**src/rtl/perm_map_gen.sv**
```systemverilog
// perm_map_gen: sequential destination-map generator for the lane scatter
// network. It sweeps stage x group and emits one packed destination bus per
// beat on a valid/ready output. A done pulse closes each sweep.
//
// Handshake: a beat transfers on a rising edge where out_valid & out_ready.
// While out_valid is high and out_ready is low, dest_bus, out_stage and
// out_grp hold their values. out_valid only falls after a transfer.
//
// Optional feature: define PERM_MAP_INV_EN to add the src_bus output. It is
// the inverse map (gather select bus) and is registered alongside dest_bus.
module perm_map_gen #(
    parameter int N    = 8,
    parameter int SELW = 3,
    parameter int STW  = 4,
    parameter int GW   = 16
) (
    input  logic              clk,
    input  logic              rst_n,
    input  logic              start,
    input  logic [STW-1:0]    num_stages,
    input  logic [GW-1:0]     num_groups,
    output logic              busy,
    output logic              out_valid,
    input  logic              out_ready,
    output logic [N*SELW-1:0] dest_bus,
    output logic [STW-1:0]    out_stage,
    output logic [GW-1:0]     out_grp,
    output logic              done
`ifdef PERM_MAP_INV_EN
    ,
    output logic [N*SELW-1:0] src_bus
`endif
);

    localparam logic [1:0] IDLE = 2'd0;
    localparam logic [1:0] RUN  = 2'd1;
    localparam logic [1:0] FIN  = 2'd2;

    logic [1:0]     state;
    logic [STW-1:0] nst_q;
    logic [GW-1:0]  ngr_q;
    logic           last_grp;
    logic           last_beat;
    logic           load_first;
    logic           advance;
    logic [STW-1:0] stage_nxt;
    logic [GW-1:0]  grp_nxt;

    // dest[j] = rotl(j, s mod SELW) + g, all truncated to SELW bits
    function automatic logic [N*SELW-1:0] map_dest(input logic [STW-1:0] s,
                                                   input logic [SELW-1:0] g);
        logic [N*SELW-1:0] bus;
        logic [SELW-1:0]   rot;
        int                r;
        bus = '0;
        r   = int'(s) % SELW;
        for (int j = 0; j < N; j++) begin
            rot = SELW'(j);
            for (int i = 0; i < SELW; i++) begin
                if (i < r) rot = {rot[SELW-2:0], rot[SELW-1]};
            end
            bus[j*SELW +: SELW] = rot + g;
        end
        return bus;
    endfunction

`ifdef PERM_MAP_INV_EN
    // src[k] = rotr(k - g, s mod SELW), so src[dest[j]] == j
    function automatic logic [N*SELW-1:0] map_src(input logic [STW-1:0] s,
                                                  input logic [SELW-1:0] g);
        logic [N*SELW-1:0] bus;
        logic [SELW-1:0]   rot;
        int                r;
        bus = '0;
        r   = int'(s) % SELW;
        for (int k = 0; k < N; k++) begin
            rot = SELW'(k) - g;
            for (int i = 0; i < SELW; i++) begin
                if (i < r) rot = {rot[0], rot[SELW-1:1]};
            end
            bus[k*SELW +: SELW] = rot;
        end
        return bus;
    endfunction
`endif

    // Status outputs are pure decodes of the registered state
    assign busy      = (state != IDLE);
    assign out_valid = (state == RUN);
    assign done      = (state == FIN);

    // Beat sequencing: next (stage, grp) and last-beat detection
    always_comb begin
        last_grp   = (out_grp == ngr_q - GW'(1));
        last_beat  = last_grp && (out_stage == nst_q - STW'(1));
        stage_nxt  = last_grp ? out_stage + STW'(1) : out_stage;
        grp_nxt    = last_grp ? '0 : out_grp + GW'(1);
        load_first = (state == IDLE) && start &&
                     (num_stages != '0) && (num_groups != '0);
        advance    = (state == RUN) && out_ready && !last_beat;
    end

    // Control FSM and latched sweep dimensions
    always_ff @(posedge clk or negedge rst_n) begin
        if (!rst_n) begin
            state <= IDLE;
            nst_q <= '0;
            ngr_q <= '0;
        end else begin
            case (state)
                IDLE: begin
                    if (start) begin
                        nst_q <= num_stages;
                        ngr_q <= num_groups;
                        state <= load_first ? RUN : FIN;
                    end
                end
                RUN: begin
                    if (out_ready && last_beat) state <= FIN;
                end
                FIN:     state <= IDLE;
                default: state <= IDLE;
            endcase
        end
    end

    // Beat registers: load beat (0,0) on start, step on each non-final transfer
    always_ff @(posedge clk or negedge rst_n) begin
        if (!rst_n) begin
            out_stage <= '0;
            out_grp   <= '0;
            dest_bus  <= '0;
`ifdef PERM_MAP_INV_EN
            src_bus   <= '0;
`endif
        end else if (load_first) begin
            out_stage <= '0;
            out_grp   <= '0;
            dest_bus  <= map_dest('0, '0);
`ifdef PERM_MAP_INV_EN
            src_bus   <= map_src('0, '0);
`endif
        end else if (advance) begin
            out_stage <= stage_nxt;
            out_grp   <= grp_nxt;
            dest_bus  <= map_dest(stage_nxt, grp_nxt[SELW-1:0]);
`ifdef PERM_MAP_INV_EN
            src_bus   <= map_src(stage_nxt, grp_nxt[SELW-1:0]);
`endif
        end
    end

endmodule

```
**config.mk**
```make
export PLATFORM = sky130hd
export DESIGN_NAME = perm_map_gen
export DESIGN_NICKNAME = d
export VERILOG_FILES = /design/src/rtl/perm_map_gen.sv
export SDC_FILE = /design/constraint.sdc
export NUM_CORES = 1
export LEC_CHECK = 0
export BUFFER_PORTS_ARGS = -buffer_cell sky130_fd_sc_hd__buf_2
export CAP_MARGIN = 20
export CELL_PAD_IN_SITES_DETAIL_PLACEMENT = 1
export CELL_PAD_IN_SITES_GLOBAL_PLACEMENT = 1
export CORE_ASPECT_RATIO = 1.5
export CORE_MARGIN = 2
export CORE_UTILIZATION = 40
export DETAILED_ROUTE_END_ITERATION = 12
export PLACE_DENSITY_LB_ADDON = 0.1
export SLEW_MARGIN = 20
export SYNTH_ARGS = -nofsm -noshare
export SYNTH_HDL_FRONTEND = slang
export SYNTH_SLANG_ARGS = --single-unit
export TNS_END_PERCENT = 100
```
**constraint.sdc**
```tcl
create_clock -name clk -period 17.03 [get_ports clk]
set_input_delay 2.5545 -clock clk [delete_from_list [all_inputs] [get_ports clk]]
set_output_delay 2.5545 -clock clk [all_outputs]
set_load 0.01 [all_outputs]
```
Word-level counts from Yosys, hierarchy flattened
Cells that the tools add are included.
- reductions and logical operators: 15
- div/mod/pow operators: 1
- equal/unequal tests: 6
- order comparisons: 3
- muxes and demuxes: 46
- $add $sub $neg: 12
- operators by type and width (operator ; number):
    2-to-1 mux 3 bit ; 32
    2-to-1 mux 16 bit ; 3
    2-to-1 mux 24 bit ; 2
    less-than comparator 1 x 32 -> 1 bit (first input constant) ; 1
    less-than comparator 2 x 32 -> 1 bit (first input constant) ; 1
    less-than comparator 3 x 32 -> 1 bit (first input constant) ; 1
    modulo 5 x 3 -> 32 bit (second input constant) ; 1
    adder 3 bit ; 8
    adder 16 x 1 -> 16 bit (second input constant) ; 1
    == test 16 bit ; 1
    nonzero test 16 bit ; 1
    subtractor 16 x 1 -> 16 bit (second input constant) ; 1
    2-to-1 mux 4 bit ; 3
    2-to-1 mux 2 bit ; 5
    logical AND 1 bit ; 7
    adder 4 x 1 -> 4 bit (second input constant) ; 1
    == test 4 bit ; 1
    one-hot mux 2 bit (2 select lines) ; 1
    AND reduction 2 bit ; 2
    nonzero test 2 bit ; 2
    nonzero test 4 bit ; 1
    subtractor 4 x 1 -> 4 bit (second input constant) ; 1
    == test 2 x 1 -> 1 bit (second input constant) ; 1
    == test 2 bit (second input constant) ; 1
    4 further kinds ; 4
- flip-flop bits (word level): 66
- output and inout port bits: 47
- logic and storage cells: 89
- bits of input ports: 24

Logic depth before layout (Yosys ltp)
Gate-level depths: netlist (run 1).
- word-level depth: 13
- depth in mapped cells: 36
- mapped depth without buffers: 36

Worst setup path after synthesis (run 1)
Ideal clock, no wire load.
- kind: register to register
- from: register ngr_q[0]
- to: register dest_bus[20]
- library setup time: 80 ps
- clock period less this slack: 6929 ps
- data arrival time: 6849 ps
- cell stages (with the launch flop): 32
- setup slack: 10101 ps
- data required time: 16950 ps
- cells stage by stage: dfrtp_1 > inv_1 > ha_1 > or3b_1 > nor4_1 > a21boi_1 > o211ai_1 > nor4b_4 > nand3_2 > xnor2_2 > ha_1 > nand3b_1 > a21oi_1 > or3_1 > ha_1 > inv_1 > a211o_1 > a2111oi_4 > nor2_1 > mux2_2 > a21oi_1 > ha_1 > inv_1 > o311ai_1 > a21boi_2 > inv_1 > ha_1 > fa_1 > xor2_1 > nor3_1 > mux2_1 > nor3_2
- longest elaborated chain between the ends: 13
- elaborated cells on any way between the ends: 20
- ends and longest elaborated chain (element ; line ; text):
    from (decl) ; 41 ; logic [GW-1:0] ngr_q;
    from (signal assigned) ; 114 ; ngr_q <= num_groups;
    subtractor 16 x 1 -> 16 bit * ; 94 ; last_grp = (out_grp == ngr_q - GW'(1));
    == test 16 bit * ; 94 ;
    2-to-1 mux 4 bit ; 96 ; stage_nxt = last_grp ? out_stage + STW'(1) : out_stage;
    modulo 5 x 3 -> 32 bit ; 56 ; r = int'(s) % SELW;
    less-than comparator 1 x 32 -> 1 bit ; -- ;
    2-to-1 mux 2 bit ; 60 ; if (i < r) rot = {rot[SELW-2:0], rot[SELW-1]};
    2-to-1 mux 3 bit (2 in series) ; 60 ;
    2-to-1 mux 3 bit ; 143 ; end else if (advance) begin
    2-to-1 mux 3 bit ; 136 ; end else if (load_first) begin
    adder 3 bit ; 62 ; bus[j*SELW +: SELW] = rot + g;
    2-to-1 mux 24 bit ; 143 ;
    2-to-1 mux 24 bit ; 136 ;
    to (signal assigned) ; 139 ; dest_bus <= map_dest('0, '0);
    to (signal assigned) ; 146 ; dest_bus <= map_dest(stage_nxt, grp_nxt[SELW-1:0]);
    to (decl) ; 25 ; output logic [N*SELW-1:0] dest_bus,
Mark *: on every way between the ends. The rest lies on a longest branch, timed or not. The select of a mux whose other input is x is not followed.
A chain may end at the register's enable or synchronous reset.

Worst setup path in the final report (run 1)
Ends and elaborated chain as after synthesis.

==> summary.md, run 1 <==
| Metric | Value |
|---|---|
| Outcome | `complete, no violations` |
| Final setup viols | `0` |
| Core Area | `11500 µm²` |
| Iteration-0 DRC Markers | `107` |
| Die area | `12600 µm²` |
| Via count | `4218` |
| Worst-Skew Late Latency | `0.33 ns` |
| Cts bufs inserted | `9` |
| Chip width | `92.5 µm` |
| Ys async rst share | `100%` |
| Largest area contributor in the netlist | `dfrtp_1` |
| Most used DFF post-synth | `dfrtp_1` |
| Final Skew | `0.00860 ns` |
| Vias/cell | `5.70` |
| Mean Syn Cell Area | `8.82 µm²` |
| Largest net degree at the start of global routing | `64` |
| Clk buf depth | `2` |
| Worst setup EP type | `flip-flop` |
| FMAX | `122 MHz` |
| Final Net Count | `632` |
| Worst Tran Pin Value | `0.847 ns` |
| Synth top area cells | `dfrtp_1 34%, o21ai_0 5.5%, xnor2_1 5.0%, ha_1 4.5%, nand2_1 4.4%` |
| Antenna viol nets, final | `0` |
| Syn nets | `579` |
| Root Buffer | `clkbuf_16` |
| Crit Path Max Fanout | `16` |
| Crit path time final | `8.22 ns` |
| Area Growth Syn to Fin | `15.0%` |
| IO Port Bufs | `70` |
| Yosys warns | `0` |
| WS Path Type | `reg -> reg` |
| Slowest stage cell, crit path | `dfrtp_1` |
| Final GP Congestion | `0.899` |
| PwrDens | `155 nW/µm²` |
| Clock H-tree levels | `3` |
| Hold Fails Final Rpt | `0` |
| Global-route wire length before repair | `23.3 mm` |
| Setup TNS | `0 ns` |
| MaxCap Viol Count | `0` |
| Largest stage delay, worst path | `0.45 ns` |
| Post-CTS setup buffer count | `0` |
| Slew HR | `43.5%` |
| Routed WL | `14.1 mm` |
| Synthesis-stage register bit count | `63` |
| # IOs | `71` |
| CP startpoint kind | `flip-flop` |
| Max VDD drop | `75.2 µV` |
| Filler Cells Inserted | `1375` |
| EDFF count, synth | `0` |
| Worst Path Required | `17.29 ns` |
| Pleak | `2.49 nW` |
| # diodes | `0` |
| Fin crit share | `48.3%` |
| Final Slew Violations | `0` |
| Hold buffers post-CTS | `0` |
| Final instance area | `5400 µm²` |
| Synth top cells by count | `63 x dfrtp_1, 55 x nand2_1, 52 x o21ai_0` |
| RSZ-0062 raised after global routing | `no` |
| Area after DPL | `5120 µm²` |
| CTS tree | `yes` |
| Hpwl dp | `10.6 mm` |
| Initial antenna violation count | `0` |
| Row Count | `48` |
| Post-synthesis sequential area ratio | `33.6%` |
| CTS resizes | `0` |
| Top-count cell post-synth | `dfrtp_1` |
| Clock sink count | `63` |
| Netlist cell types | `69` |
| Worst hold path class | `reg -> reg` |
| Layout cells sized above 1 | `22.7%` |
| Die height | `137 µm` |
| Drt first pass iters | `4` |
| Post-synthesis instance total | `532` |
| Vias in the first global route | `4626` |
| Fin Hold WS | `0.485 ns` |
| Arr. time, crit path | `8.48 ns` |
| DRC Markers | `0` |
| Total gr overflow | `0` |
| DR WL/cell | `19.0 µm` |
| Initial Util | `40.9%` |
| GRT Util Overall | `23.5%` |
| Clock transition at the registers of the reported paths | `0.06 ns` |
| Mapped Area | `4690 µm²` |
| Synth top area share | `33.6%` |
[area by class of cell]
type | instances | area [µm²] | area share (%)
multi-input cells | 409 | 2860 | 53.0
clock inverters | 6 | 43.8 | 0.811
repair buffers | 75 | 388 | 7.18
inverters | 27 | 101 | 1.88
flip-flops and latches | 63 | 1580 | 29.2
well taps | 150 | 188 | 3.48
clock buffers | 10 | 239 | 4.43
[logic make-up (layout without fill, tap and decap cells)]
group,Yosys count,after routing,synth area share [%]
AO/OA/AOI/OAI,115,115,16.4
XOR/XNOR,45,45,8.56
adder cells (fa/ha/maj),23,23,7.09
buffers and inverters,60,118,5.52
flip-flops,63,63,33.6
multiplexers,27,27,6.37
AND/OR/NAND/NOR,199,199,22.4
[flip-flops by register name (all words and copies together), names as in the netlist]
register	flops
ngr_q	16
out_grp	13
state	2
out_stage	4
nst_q	4
dest_bus	24
[per-stage QoR]
| step | total power [mW] | setup slack (ns) | utilization, % | cells |
|---|---|---|---|---|
| after CTS | 0.851 | 8.76 | 47.1 | 740 |
| after global placement | 0.655 | 9.01 | 44.6 | 724 |
| after floorplan | 0.542 | 10.10 | - | 532 |
| after detailed placement | 0.667 | 8.77 | 44.6 | 724 |
| final | 0.839 | 8.81 | 47.1 | 740 |
| after global routing | 0.907 | 8.04 | 47.1 | 740 |
[power breakdown]
| group | internal, mW | switching, mW | leakage [nW] |
|---|---|---|---|
| registers | 0.203 | 0.0612 | 0.788 |
| logic | 0.168 | 0.230 | 1.56 |
| clock network | 0.103 | 0.0735 | 0.139 |
[cells in the final DEF (no fill, tap or decap), types with 4 or more instances in the layout]
cell,synthesis,final
buf_4,4,5
ha_1,17,17
a21o_1,4,4
o21ai_0,52,52
xnor2_1,27,27
clkbuf_16,0,9
nor4_1,8,8
nor3_1,17,17
or2_2,7,7
a211o_1,5,5
buf_2,3,70
nor2_1,23,21
fa_1,6,6
mux2_2,16,16
inv_1,25,25
nand4_1,5,5
nand3_1,33,33
nand2_1,55,55
and3_1,14,14
and2_1,9,9
nand2b_1,4,4
mux2i_1,7,7
o31ai_1,5,5
dfrtp_1,63,63
or3_1,4,4
a21oi_1,20,20
xor2_1,17,17
[path summary, 6_finish.rpt]
check                               from            to  slack, ns  cells past startpoint
worst max-delay path            ngr_q[0]  dest_bus[20]       8.81                     35
worst min-delay path            state[1]      state[1]       0.48                      1
worst max register to register  ngr_q[0]  dest_bus[20]       8.81                     35
worst min register to register  state[1]      state[1]       0.48                      1
max in group asynchronous          rst_n      nst_q[2]      14.07                      2
min in group asynchronous          rst_n      ngr_q[0]       2.41                      2
[metal layers]
metal | vias up | wire, µm | track usage (%)
met2 | 69 | 7940 | 45.5
met4 | 0 | 310 | 9.29
met1 | 2142 | 5530 | 25.3
met3 | 23 | 306 | 3.30
met5 | - | 0 | 0
li1 | 1984 | - | -
[critical path: cells and delay by family, from the launching register on]
family / cells / cell delay (ns)
simple gates: 10 / 2.46
compound gates: 10 / 2.05
fa+ha+maj: 6 / 1.54
buf+inv: 6 / 0.65
xor+xnor: 2 / 0.63
flops: 1 / 0.45
mux: 1 / 0.34
(Power assumes the default switching activity.)
==> run 2: changes to the inputs <==
==> constraint.sdc (replaced) <==
create_clock -name clk -period 8.3 [get_ports clk]
set_input_delay 1.245 -clock clk [delete_from_list [all_inputs] [get_ports clk]]
set_output_delay 1.245 -clock clk [all_outputs]
set_load 0.01 [all_outputs]
==> run 2 against run 1 <==
Net effect:
- global-route usage is 0.34 points lower
- first-iteration DRC count grew 47%
- maximum frequency is 3.9% higher
- utilization is 0.81 points higher
- wire length grew 0.15%
- sequential cell count did not move
- critical path type unchanged
- worst setup slack got worse by 8.4 ns
- power up 110%
==> summary.md, run 2 (same netlist as run 1, synthesis figures left out) <==
| Metric | Value |
|---|---|
| PwrDens | `314 nW/µm² (was 155 nW/µm²)` |
| Grt met3 use | `3.85% (was 3.30%)` |
| Outcome | `complete, no violations (unchanged)` |
| Area after DPL | `5150 µm² (was 5120 µm²)` |
| Hold Startpoint | `state[1] (unchanged)` |
| Total gr overflow | `0 (unchanged)` |
| Flop-to-flop setup slack | `0.39 ns (was 8.81 ns)` |
| Area Growth Syn to Fin | `17.0% (was 15.0%)` |
| Die area | `12600 µm² (unchanged)` |
| Final Slew Violations | `0 (unchanged)` |
| Clock H-tree levels | `3 (unchanged)` |
| Filler Cells Inserted | `1380 (was 1375)` |
| Pleak | `2.54 nW (was 2.49 nW)` |
| Slew HR | `42.8% (was 43.5%)` |
| Routed WL | `14.1 mm (about the same)` |
| Worst R2R End | `dest_bus[20] (unchanged)` |
| Final Net Count | `639 (was 632)` |
| RR Startpoint | `ngr_q[0] (unchanged)` |
| Total power | `1.72 mW (was 0.839 mW)` |
| Hold Fails Final Rpt | `0 (unchanged)` |
| Global-route wire length before repair | `22.9 mm (was 23.3 mm)` |
| MaxCap Viol Count | `0 (unchanged)` |
| Hpwl dp | `10.6 mm (about the same)` |
| Initial antenna violation count | `0 (unchanged)` |
| Total internal power | `0.972 mW (was 0.474 mW)` |
| Root Buffer | `clkbuf_16 (unchanged)` |
| Vias in the first global route | `4484 (was 4626)` |
| FMAX | `126 MHz (was 122 MHz)` |
| Crit path time final | `7.91 ns (was 8.22 ns)` |
| Row Count | `48 (unchanged)` |
| Fin crit share | `95.3% (was 48.3%)` |
| Clk buf depth | `2 (unchanged)` |
| WS Path Type | `reg -> reg (unchanged)` |
| R2R depth | `32 (was 35)` |
| Final GP Congestion | `0.923 (was 0.899)` |
| Iteration-0 DRC Markers | `157 (was 107)` |
| Commonest non-fill, non-tap cell in the layout | `buf_2 (unchanged)` |
| Busiest grt layer | `met2 (unchanged)` |
| Fin Hold WS | `0.493 ns (was 0.485 ns)` |
| # diodes | `0 (unchanged)` |
| Hold depth | `1 (unchanged)` |
| Logic pwr share | `48.3% (was 47.4%)` |
| Die height | `137 µm (unchanged)` |
| Post-layout util | `47.9% (was 47.1%)` |
| Final instance area | `5490 µm² (was 5400 µm²)` |
| Core Area | `11500 µm² (unchanged)` |
| Most frequent cells in the layout | `70 x buf_2, 63 x dfrtp_1, 55 x nand2_1 (unchanged)` |
| Via count | `4278 (was 4218)` |
| Layout cells sized above 1 | `24.8% (was 22.7%)` |
| Hold path endpoint | `state[1] (unchanged)` |
| Vias/cell | `5.73 (was 5.70)` |
| Register bank with the most flops | `dest_bus (unchanged)` |
| Worst Path Required | `8.55 ns (was 17.29 ns)` |
| Crit Path Max Fanout | `7 (was 16)` |
| Slowest stage cell, crit path | `or3b_1 (was dfrtp_1)` |
| Final setup viols | `0 (unchanged)` |
| Initial Util | `40.9% (unchanged)` |
| Worst hold path class | `reg -> reg (unchanged)` |
| Final Skew | `0.00716 ns (was 0.00860 ns)` |
| # IOs | `71 (unchanged)` |
| CP startpoint kind | `flip-flop (unchanged)` |
| Worst Tran Pin Value | `0.858 ns (was 0.847 ns)` |
| Worst setup EP type | `flip-flop (unchanged)` |
| CTS tree | `yes (unchanged)` |
| DRC Markers | `0 (unchanged)` |
| Arr. time, crit path | `8.16 ns (was 8.48 ns)` |
| Largest net degree at the start of global routing | `64 (unchanged)` |
| Chip width | `92.5 µm (unchanged)` |
| Sequential power share | `31.3% (was 31.5%)` |
| Global-route met1 utilization | `25.8% (was 25.3%)` |
| Clock transition at the registers of the reported paths | `0.06 ns (about the same)` |
| Drt first pass iters | `4 (unchanged)` |
| Top flop regs | `dest_bus x24, ngr_q x16, out_grp x13 (unchanged)` |
| Switching share of power | `43.7% (was 43.5%)` |
| Most used cell, CP | `ha_1` |
| GRT Util Overall | `23.2% (was 23.5%)` |
| Cts bufs inserted | `9 (unchanged)` |
| Largest stage delay, worst path | `0.47 ns (was 0.45 ns)` |
| IO Port Bufs | `70 (unchanged)` |
| Max VDD drop | `154 µV (was 75.2 µV)` |
| Clock sink count | `63 (unchanged)` |
| DR WL/cell | `18.9 µm (was 19.0 µm)` |
| Switching power | `0.753 mW (was 0.365 mW)` |
| Antenna viol nets, final | `0 (unchanged)` |
| Largest register FFs | `24 (unchanged)` |
| Worst-Skew Late Latency | `0.33 ns (about the same)` |
| Met2 Use GR | `42.9% (was 45.5%)` |
| Clk network pwr share | `20.4% (was 21.1%)` |
-- run 2: timing repair --
item / 4_1_cts / 5_1_grt
endpoints found under the setup margin: 1 / 2
setup buffers: 0 / 3
gates resized for setup: 1 / 9
hold buffers: 0 / 0
pin swaps: 0 / 2
cloned: 0 / 0
-- run 2: final cells by class --
| cell class | instances | area (µm²) | area share, % |
|---|---|---|---|
| clock buffers | 9 | 225 | 4.10 |
| clock inverters | 7 | 48.8 | 0.888 |
| inverters | 27 | 101 | 1.85 |
| multi-input cells | 409 | 2910 | 53.0 |
| flip-flops and latches | 63 | 1580 | 28.7 |
| well taps | 150 | 188 | 3.42 |
| repair buffers | 82 | 440 | 8.02 |
-- run 2: worst max-delay path by stage --
stage	depth (start not counted)	slack, ns	endpoint	from
floorplan	31	1.37	dest_bus[20]	ngr_q[0]
global placement	31	0.36	dest_bus[20]	ngr_q[0]
detailed placement	31	0.03	dest_bus[20]	ngr_q[0]
CTS	31	0.1	dest_bus[20]	ngr_q[0]
global route	35	-0.03	dest_bus[20]	ngr_q[0]
finish	32	0.39	dest_bus[20]	ngr_q[0]
-- run 2: per-layer routing --
layer	share of wire (%)	vias up	wire (µm)
met5	0	-	0
met4	3.3	0	468
met3	2.8	30	389
met2	54	76	7640
met1	40	2175	5610
li1	-	1997	-
-- run 2: per-stage QoR --
step,TNS (ns),instances,setup WS [ns]
floorplan,0,532,1.37
global placement,0,728,0.356
detailed placement,0,728,0.0259
CTS,0,744,0.0996
global route,-0.0320,747,-0.0320
finish,0,747,0.390
-- run 2: power groups by stage --
stage	clock, mW	sequential [mW]	combinational, mW
after global routing	0.374	0.557	0.932
after floorplan	0	0.522	0.590
final	0.352	0.540	0.833
after CTS	0.362	0.539	0.835
after detailed placement	0	0.543	0.826
after global placement	0	0.540	0.803
-- run 2: worst max-delay path, delay by kind of cell, from the launching register on --
family | cells | cell delay (ns)
fa+ha+maj | 6 | 1.86
buf+inv | 5 | 0.49
flops | 1 | 0.45
xor+xnor | 2 | 0.46
simple gates | 9 | 2.12
compound gates | 8 | 1.81
mux | 2 | 0.65
